--- config.mk ---
export PLATFORM = sky130hd
export DESIGN_NAME = calc_nport_engine
export DESIGN_NICKNAME = d
export VERILOG_FILES = /design/src/rtl/calc_nport_engine.sv
export SDC_FILE = /design/constraint.sdc
export NUM_CORES = 2
export LEC_CHECK = 0
export ABC_CLOCK_PERIOD_IN_PS = 8230
export CORE_UTILIZATION = 30
export CTS_CLUSTER_DIAMETER = 60
export DETAILED_ROUTE_END_ITERATION = 8
export MAX_ROUTING_LAYER = met4
export PLACE_DENSITY = 0.48
export SLEW_MARGIN = 20
export SYNTH_ARGS = -nofsm -noshare
export SYNTH_HDL_FRONTEND = slang
export SYNTH_SLANG_ARGS = --single-unit
--- constraint.sdc ---
create_clock -name c_clk -period 8.23 [get_ports c_clk]
set_input_delay 0.823 -clock c_clk [delete_from_list [all_inputs] [get_ports c_clk]]
set_output_delay 0.823 -clock c_clk [all_outputs]
set_load 0.01 [all_outputs]
--- src/rtl/calc_nport_engine.sv ---
// N-port calculator engine: per-port two-cycle request capture into a small
// FIFO, a round-robin arbiter picking one FIFO head per cycle, and a single
// shared ALU whose result is registered onto the originating port's outputs.
module calc_nport_engine #(
    parameter int unsigned N_PORTS = 4,
    parameter int unsigned DATA_W  = 32,
    parameter int unsigned TAG_W   = 2,
    parameter int unsigned DEPTH   = 4
) (
    input  logic                      c_clk,
    input  logic                      reset,
    input  logic [N_PORTS*4-1:0]      req_cmd_in,
    input  logic [N_PORTS*DATA_W-1:0] req_data_in,
    input  logic [N_PORTS*TAG_W-1:0]  req_tag_in,
    output logic [N_PORTS-1:0]        req_ready,
    output logic [N_PORTS*2-1:0]      out_resp,
    output logic [N_PORTS*DATA_W-1:0] out_data,
    output logic [N_PORTS*TAG_W-1:0]  out_tag
);

    localparam int unsigned SH_W  = $clog2(DATA_W);
    localparam int unsigned PTR_W = $clog2(DEPTH);
    localparam int unsigned CNT_W = PTR_W + 1;
    localparam int unsigned IDX_W = (N_PORTS > 1) ? $clog2(N_PORTS) : 1;

    localparam logic [3:0] CmdAdd = 4'd1;
    localparam logic [3:0] CmdSub = 4'd2;
    localparam logic [3:0] CmdShl = 4'd5;
    localparam logic [3:0] CmdShr = 4'd6;

    localparam logic [1:0] RespOk  = 2'b01;
    localparam logic [1:0] RespErr = 2'b10;

    typedef enum logic [0:0] {StIdle, StOp2} cap_state_e;

    // Capture stage
    cap_state_e        state_q [N_PORTS];
    logic [3:0]        cmd_q   [N_PORTS];
    logic [DATA_W-1:0] op1_q   [N_PORTS];
    logic [TAG_W-1:0]  tag_q   [N_PORTS];

    // Per-port request FIFOs
    logic [3:0]        fifo_cmd [N_PORTS][DEPTH];
    logic [DATA_W-1:0] fifo_op1 [N_PORTS][DEPTH];
    logic [DATA_W-1:0] fifo_op2 [N_PORTS][DEPTH];
    logic [TAG_W-1:0]  fifo_tag [N_PORTS][DEPTH];
    logic [PTR_W-1:0]  wr_ptr_q [N_PORTS];
    logic [PTR_W-1:0]  rd_ptr_q [N_PORTS];
    logic [CNT_W-1:0]  count_q  [N_PORTS];

    // Arbitration
    logic [IDX_W-1:0]   rr_ptr_q;
    logic               grant_valid;
    logic [IDX_W-1:0]   grant_idx;
    logic [N_PORTS-1:0] accept;
    logic [N_PORTS-1:0] push;
    logic [N_PORTS-1:0] pop;

    // Shared ALU
    logic [3:0]        alu_cmd;
    logic [DATA_W-1:0] alu_a;
    logic [DATA_W-1:0] alu_b;
    logic [TAG_W-1:0]  alu_tag;
    logic [DATA_W:0]   alu_sum;
    logic [DATA_W-1:0] alu_data;
    logic [1:0]        alu_resp;

    // Ready/accept per port; ready is held low while reset is asserted
    always_comb begin
        for (int p = 0; p < N_PORTS; p++) begin
            req_ready[p] = reset && (state_q[p] == StIdle) && (count_q[p] < CNT_W'(DEPTH));
            accept[p]    = req_ready[p] && (req_cmd_in[p*4 +: 4] != 4'd0);
            push[p]      = (state_q[p] == StOp2);
        end
    end

    // Capture FSM: command cycle latches cmd/op1/tag, next cycle supplies op2
    always_ff @(posedge c_clk or negedge reset) begin
        if (!reset) begin
            for (int p = 0; p < N_PORTS; p++) begin
                state_q[p] <= StIdle;
                cmd_q[p]   <= '0;
                op1_q[p]   <= '0;
                tag_q[p]   <= '0;
            end
        end else begin
            for (int p = 0; p < N_PORTS; p++) begin
                case (state_q[p])
                    StIdle: begin
                        if (accept[p]) begin
                            state_q[p] <= StOp2;
                            cmd_q[p]   <= req_cmd_in[p*4 +: 4];
                            op1_q[p]   <= req_data_in[p*DATA_W +: DATA_W];
                            tag_q[p]   <= req_tag_in[p*TAG_W +: TAG_W];
                        end
                    end
                    StOp2:   state_q[p] <= StIdle;
                    default: state_q[p] <= StIdle;
                endcase
            end
        end
    end

    // FIFO storage; contents are only meaningful below count_q, so no reset
    always_ff @(posedge c_clk) begin
        for (int p = 0; p < N_PORTS; p++) begin
            if (push[p]) begin
                fifo_cmd[p][wr_ptr_q[p]] <= cmd_q[p];
                fifo_op1[p][wr_ptr_q[p]] <= op1_q[p];
                fifo_op2[p][wr_ptr_q[p]] <= req_data_in[p*DATA_W +: DATA_W];
                fifo_tag[p][wr_ptr_q[p]] <= tag_q[p];
            end
        end
    end

    // FIFO pointers and occupancy; pointers wrap naturally at DEPTH
    always_ff @(posedge c_clk or negedge reset) begin
        if (!reset) begin
            for (int p = 0; p < N_PORTS; p++) begin
                wr_ptr_q[p] <= '0;
                rd_ptr_q[p] <= '0;
                count_q[p]  <= '0;
            end
        end else begin
            for (int p = 0; p < N_PORTS; p++) begin
                wr_ptr_q[p] <= wr_ptr_q[p] + PTR_W'(push[p]);
                rd_ptr_q[p] <= rd_ptr_q[p] + PTR_W'(pop[p]);
                count_q[p]  <= count_q[p] + CNT_W'(push[p]) - CNT_W'(pop[p]);
            end
        end
    end

    // Round-robin grant over FIFOs non-empty at cycle start, searching from rr_ptr_q
    always_comb begin
        int cand;
        cand        = 0;
        grant_valid = 1'b0;
        grant_idx   = '0;
        pop         = '0;
        for (int i = 0; i < N_PORTS; i++) begin
            cand = int'(rr_ptr_q) + i;
            if (cand >= int'(N_PORTS)) cand = cand - int'(N_PORTS);
            if (!grant_valid && (count_q[cand] != '0)) begin
                grant_valid = 1'b1;
                grant_idx   = IDX_W'(cand);
            end
        end
        if (grant_valid) pop[grant_idx] = 1'b1;
    end

    // Pointer moves just past the winner; idle cycles leave it alone
    always_ff @(posedge c_clk or negedge reset) begin
        if (!reset) begin
            rr_ptr_q <= '0;
        end else if (grant_valid) begin
            rr_ptr_q <= (grant_idx == IDX_W'(N_PORTS - 1)) ? '0 : grant_idx + IDX_W'(1);
        end
    end

    // ALU on the granted FIFO head; errors and unknown commands return data 0
    always_comb begin
        alu_cmd  = fifo_cmd[grant_idx][rd_ptr_q[grant_idx]];
        alu_a    = fifo_op1[grant_idx][rd_ptr_q[grant_idx]];
        alu_b    = fifo_op2[grant_idx][rd_ptr_q[grant_idx]];
        alu_tag  = fifo_tag[grant_idx][rd_ptr_q[grant_idx]];
        alu_sum  = {1'b0, alu_a} + {1'b0, alu_b};
        alu_resp = RespErr;
        alu_data = '0;
        case (alu_cmd)
            CmdAdd: begin
                if (!alu_sum[DATA_W]) begin
                    alu_resp = RespOk;
                    alu_data = alu_sum[DATA_W-1:0];
                end
            end
            CmdSub: begin
                if (alu_b <= alu_a) begin
                    alu_resp = RespOk;
                    alu_data = alu_a - alu_b;
                end
            end
            CmdShl: begin
                alu_resp = RespOk;
                alu_data = alu_a << alu_b[SH_W-1:0];
            end
            CmdShr: begin
                alu_resp = RespOk;
                alu_data = alu_a >> alu_b[SH_W-1:0];
            end
            default: ;
        endcase
    end

    // Result register: one-cycle pulse on the granted port, zeros elsewhere
    always_ff @(posedge c_clk or negedge reset) begin
        if (!reset) begin
            out_resp <= '0;
            out_data <= '0;
            out_tag  <= '0;
        end else begin
            out_resp <= '0;
            out_data <= '0;
            out_tag  <= '0;
            for (int p = 0; p < N_PORTS; p++) begin
                if (pop[p]) begin
                    out_resp[p*2 +: 2]           <= alu_resp;
                    out_data[p*DATA_W +: DATA_W] <= alu_data;
                    out_tag[p*TAG_W +: TAG_W]    <= alu_tag;
                end
            end
        end
    end

endmodule

Word level (Yosys, flattened, before mapping)
Memories as Yosys holds them, arrays and structs flattened.
Cells that the tools add are included.
- $lt $le $gt $ge: 25
- shift-type cells: 2
- bitwise gates (word level): 14
- add/sub/neg operators: 26
- eq/ne operators: 5
- reductions and logical operators: 36
- multiplexer cells: 109
- operators by type and width (operator ; count):
    $mux 32 ; 18
    $mux 128 ; 4
    $demux 32 s2 ; 4
    $bmux 32 s2 ; 2
    $ge 32x3->1 const B ; 4
    $not 32->32 ; 4
    $pmux 32 s4 ; 1
    $mux 16 ; 4
    $mux 2 ; 23
    $add 32x32->33 ; 1
    $demux 4 s2 ; 4
    $le 32x32->1 ; 1
    $mux 8 ; 4
    $shl 32x5->32 ; 1
    $shr 32x5->32 ; 1
    $sub 32x32->32 ; 1
    $mux 4 ; 7
    $ge 3x3->1 const B ; 9
    $bmux 3 s2 ; 4
    $mux 3 ; 8
    $logic_and 1x1->1 ; 20
    $not 2->3 ; 6
    $add 2x1->2 ; 8
    $demux 2 s2 ; 4
    28 further kinds ; 74
- register bits: 330
- memories kept: 4
- bits in writable memories: 1120
- memories (name ; depth ; width ; rd ports ; clocked after memory_dff ; wr ports ; RTL line ; RTL):
    fifo_op1 ; 4 ; 128 ; 1 ; 0 ; 4 ; 44 ; logic [DATA_W-1:0] fifo_op1 [N_PORTS][DEPTH];
    fifo_op2 ; 4 ; 128 ; 1 ; 0 ; 4 ; 45 ; logic [DATA_W-1:0] fifo_op2 [N_PORTS][DEPTH];
    fifo_cmd ; 4 ; 16 ; 1 ; 0 ; 4 ; 43 ; logic [3:0] fifo_cmd [N_PORTS][DEPTH];
    fifo_tag ; 4 ; 8 ; 1 ; 0 ; 4 ; 46 ; logic [TAG_W-1:0] fifo_tag [N_PORTS][DEPTH];

Logic depth before layout (Yosys ltp)
- depth after elaboration: 29
- mapped depth: 37
- mapped depth without buffers: 28

Worst setup path after synthesis
No wires, ideal clock.
- path kind: flip-flop to flip-flop
- start point: register count_q[4] in the netlist's numbering
- end point: register out_data[127]
- period minus slack after synthesis: 7453 ps
- setup slack: 777 ps
- data arrival time: 7311 ps
- cell stages (with the launch flop): 35
- cell sequence: dfrtp_1 or3_1 buf_2 o31ai_2 o22a_2 o21ai_1 a221o_1 buf_6 nor3_4 buf_4 buf_6 buf_6 buf_4 clkbuf_1 clkbuf_1 clkbuf_1 nand2_1 nand3_1 a31oi_1 mux2i_1 ha_1 clkbuf_1 or3_1 or2_2 o311ai_0 o211ai_1 a221o_1 nand2_1 a311oi_1 or3_1 o31ai_1 xor2_1 o22ai_1 a211oi_1 a21oi_1
- word-level cells in the longest chain between the ends: 26
- elaborated cells on any way between the ends: 66
- classes of those cells: 2 x add/sub; 3 x order compare; 4 x eq/ne; 2 x shift; 39 x mux; 2 x bitwise; 11 x reduce/logical; 3 x memory
- RTL lines (element ; RTL line ; RTL):
    start: declaration ; 49 ; logic [CNT_W-1:0] count_q [N_PORTS];
    start signal: indexed assignment ; 128 ; count_q[p] <= count_q[p] + CNT_W'(push[p]) - CNT_W'(pop[p]);
    $bmux 3 s2 ; 143 ; if (!grant_valid && (count_q[cand] != '0)) begin
    $mux 3 (not written as such) (2 in series) ; 143 ;
    $reduce_bool 3->1 ; 143 ;
    $mux 1 ; 143 ;
    $logic_not 1->1 ; 143 ;
    $logic_and 1x1->1 ; 143 ;
    $mux 1 ; 143 ;
    $logic_not 1->1 ; 143 ;
    [... 7 more ...] ; -- ;
    $mux 2 (not written as such) (2 in series) ; 162, 163, 164 ;
    $not 2->3 (not written as such) ; 162, 163, 164 ;
    $bmux 32 s2, on equally long branches ; 163, 164 ;
    $mux 32, on equally long branches (2 in series) ; 163, 164 ;
    $sub 32x32->32, or another cell as far along ; 179 ; alu_data = alu_a - alu_b;
    $mux 32, on equally long branches ; 177, 171 ;
    $pmux 32 s4 ; 169 ; case (alu_cmd)
    $mux 32 * ; 205 ; if (pop[p]) begin
    end signal: indexed assignment ; 207 ; out_data[p*DATA_W +: DATA_W] <= alu_data;
    end: declaration ; 17 ; output logic [N_PORTS*DATA_W-1:0] out_data,
Every way passes the cells marked *; elsewhere a longest branch is shown, timed or not. The select of a mux whose other input is x is not followed.
A chain may end at the register's enable or synchronous reset.

Worst setup path after layout
Ends and elaborated chain as after synthesis.

==> flow_metrics.env <==
export IMPL_relSlewSlack_pct=19.5
export IMPL_io_buffers=301
export IMPL_yosysSeqAreaShare_pct=61.9
export IMPL_final_cell_mix="1120 x edfxtp_1, 1069 x nand2_1, 330 x dfrtp_1, 322 x nand3_1, 300 x clkdlybuf4s50_1"
export IMPL_cp_slowest_cell="or3_1"
export IMPL_rsz0062_at_grt="false"
export IMPL_setup_ws_ns=0.311
export IMPL_period_share_pct=96.2
export IMPL_hpwlAfterDp_um=179000
export IMPL_synth_edf_count=1120
export IMPL_final_hold_viol_count=0
export IMPL_clkSinkCount=1450
export IMPL_cp_end_kind="flip-flop"
export IMPL_grt_util_met3_pct=3.89
export IMPL_path_clk_slew_ns=0.06
export IMPL_area_delta_synth_final_pct=19.5
export IMPL_start_util_pct=30.1
export IMPL_gp_congestion=0.985
export IMPL_required_ns=8.90
export IMPL_core_area_sq_um=225000
export IMPL_drive_gt1_share_pct=13.7
export IMPL_synthArstFlopShare_pct=22.8
export IMPL_ys_ff_latch=1450
export IMPL_ios=302
export IMPL_cp_common_cell="or3_1"
export IMPL_slew_viol_final=0
export IMPL_fmax_mhz=126
export IMPL_dr_pass1_iters=6
export IMPL_grtUsageMet1_pct=33.7
export IMPL_grt_overflow=0
export IMPL_cts_tree="yes"
export IMPL_layout_commonest_cell="edfxtp_1"
export IMPL_grt_max_degree=192
export IMPL_path_buf_inv=3
export IMPL_slowest_delay_ns=0.54
export IMPL_track_usage_pct=24.3
export IMPL_avgSynthCellArea_sq_um=11.8
export IMPL_syn_num_nets=5968
export IMPL_hp_class="flip-flop to flip-flop"
export IMPL_die_area_sq_um=228000
export IMPL_cts_buffers=166
export IMPL_n_fill_cell=21933
export IMPL_finalSetupViolCount=0
export IMPL_clk_latency_ns=0.85
export IMPL_drt_total_wl_um=275000
export IMPL_route_detailed_drc=0
export IMPL_start_kind="flip-flop"
export IMPL_ctsRootBufferMaster="clkbuf_16"
export IMPL_h_tree_depth=4
export IMPL_tns_ns=0
export IMPL_fin_util_pct=36.0
export IMPL_crit_fanout=18
export IMPL_fin_nets=6287
export IMPL_ys_dominant_reg_cell="edfxtp_1"
export IMPL_period_needed_ns=7.92
export IMPL_drt_iter0_drc=5885
export IMPL_whs_ns=0.514
export IMPL_viasPerCell=5.71
export IMPL_antenna_found_initial=19
export IMPL_worst_slew_pin_slew_ns=1.21
export IMPL_busiest_layer="met2"
export IMPL_cap_viol_max_count=0
export IMPL_synth_warnings=0
export IMPL_grt_pass1_vias=50293
export IMPL_route_vias_total=52446
export IMPL_worstSetupPathType="flip-flop to flip-flop"
export IMPL_row_count=174
export IMPL_grt_pass1_wl_um=388000
export IMPL_syn_inst=5723
export IMPL_clk_path_buf_depth=3
export IMPL_critPathArrivalTime_ns=8.59
export IMPL_drtAntennaViolNets=0
export IMPL_globalRouteMet2Util_pct=35.9
export IMPL_syn_area_sq_um=67700
export IMPL_pre_cts_slack_ns=0.192
export IMPL_crit_family="compound AO/OA/AOI/OAI gates"
export IMPL_die_w_um=477
export IMPL_status="completed"
export IMPL_die_y_um=477
export IMPL_ys_types=114
export IMPL_fin_worst_skew_ns=0.0522
export IMPL_wl_per_cell_um=30.0
[area by class of cell]
type / count / area, sq um / share of cell area [%]
clock buffer: 226 / 4650 / 5.75
sequential: 1450 / 41900 / 51.8
timing repair buffer: 592 / 5580 / 6.90
antenna: 7 / 17.5 / 0.0216
clock inverter: 84 / 840 / 1.04
inverter: 105 / 399 / 0.493
tap: 2992 / 3740 / 4.63
multi-input combinational: 3727 / 23800 / 29.4
[worst reg2reg max path, cell delays in order (launching register included)]
cell and delay [ns]:
dfrtp_1 0.44, or3_1 0.54, o31ai_2 0.33, o22a_2 0.30, o21ai_1 0.13, a221o_1 0.40
nor3_4 0.30, buf_12 0.25, buf_12 0.22, and3_1 0.17, a311oi_1 0.05, a31oi_1 0.41
mux2i_1 0.35, ha_1 0.44, or3_1 0.44, or2_2 0.30, o311ai_0 0.36, o211ai_1 0.20
a221o_1 0.36, nand2_1 0.15, a311oi_1 0.11, or3_1 0.44, o31ai_1 0.27, xor2_1 0.17
o22ai_1 0.15, a211oi_1 0.25, buf_4 0.17, a21oi_1 0.07
[sequential cells by signal (all words and copies together) (netlist names), 4 cells and up]
signal / flops
cmd_q: 16
count_q: 12
fifo_cmd: 64
fifo_op1: 512
fifo_op2: 512
fifo_tag: 32
op1_q: 128
out_data: 128
out_resp: 8
out_tag: 8
push: 4
rd_ptr_q: 8
tag_q: 8
wr_ptr_q: 8
[synthesized netlist by cell type (85+ instances only)]
master    count  area, sq um
nor2_1      156          586
nand2_1    1070         4020
clkbuf_1    246          923
ha_1         85         1060
a31oi_1     234         1460
inv_1        98          368
mux2_2      163         1840
a221oi_1    273         2390
nor3_1       89          445
a21oi_1     246         1230
edfxtp_1   1120        33600
buf_2       117          586
dfrtp_1     330         8260
nand3_1     322         1610
o211ai_1    131          983
and3_1       87          544
[cell families (layout without fill, tap and decap cells)]
family / Yosys count / count (layout) / share of synthesized area (%)
xor gates and xnor gates: 58 / 58 / 0.750
other: 0 / 7 / 0
adders and majority gates: 91 / 91 / 1.75
muxes: 249 / 249 / 4.22
AOI/OAI and AO/OA: 1342 / 1342 / 14.5
buffers and inverters: 546 / 1007 / 3.49
and+or+nand+nor: 1987 / 1987 / 13.4
DFF: 1450 / 1450 / 61.9
[metrics by stage]
| stage | instance area [sq um] | std cells |
|---|---|---|
| finish | 80900 | 9183 |
| global route | 80900 | 9181 |
| CTS | 80800 | 9171 |
| detailed placement | 75300 | 8860 |
| global placement | 75300 | 8860 |
| floorplan | 67700 | 5723 |
[final timing paths]
path / start / end / slack, ns / cells after the start
setup reg to reg: count_q[4]$_DFF_PN0_ / out_data[127]$_DFF_PN0_ / 0.31 / 27
max in group asynchronous: reset / op1_q[126]$_DFFE_PN0P_ / 5.58 / 4
setup / recovery: count_q[4]$_DFF_PN0_ / out_data[127]$_DFF_PN0_ / 0.31 / 27
hold reg to reg: cmd_q[0]$_DFFE_PN0P_ / fifo_cmd[3][12]$_DFFE_PP_ / 0.51 / 0
min in group asynchronous: reset / out_data[30]$_DFF_PN0_ / 0.54 / 2
hold / removal: cmd_q[0]$_DFFE_PN0P_ / fifo_cmd[3][12]$_DFFE_PP_ / 0.51 / 0
[what timing repair did]
item	4_1_cts	5_1_grt
buffers inserted	0	5
hold endpoints to repair	58	0
hold buffers	1	0
endpoints found under the setup margin	0	62
resized for setup	0	14
[per-layer routing]
| metal | vias up | part of all wire (%) | wire [um] |
|---|---|---|---|
| met5 | - | 0 | 0 |
| met4 | 0 | 3.3 | 9150 |
| met3 | 441 | 7.5 | 20600 |
| met2 | 2597 | 44 | 122000 |
| met1 | 26854 | 45 | 123000 |
| li1 | 22554 | - | - |
Power is not shown: default switching activity piles up to over one toggle a cycle in this logic, so the estimate is an artifact.
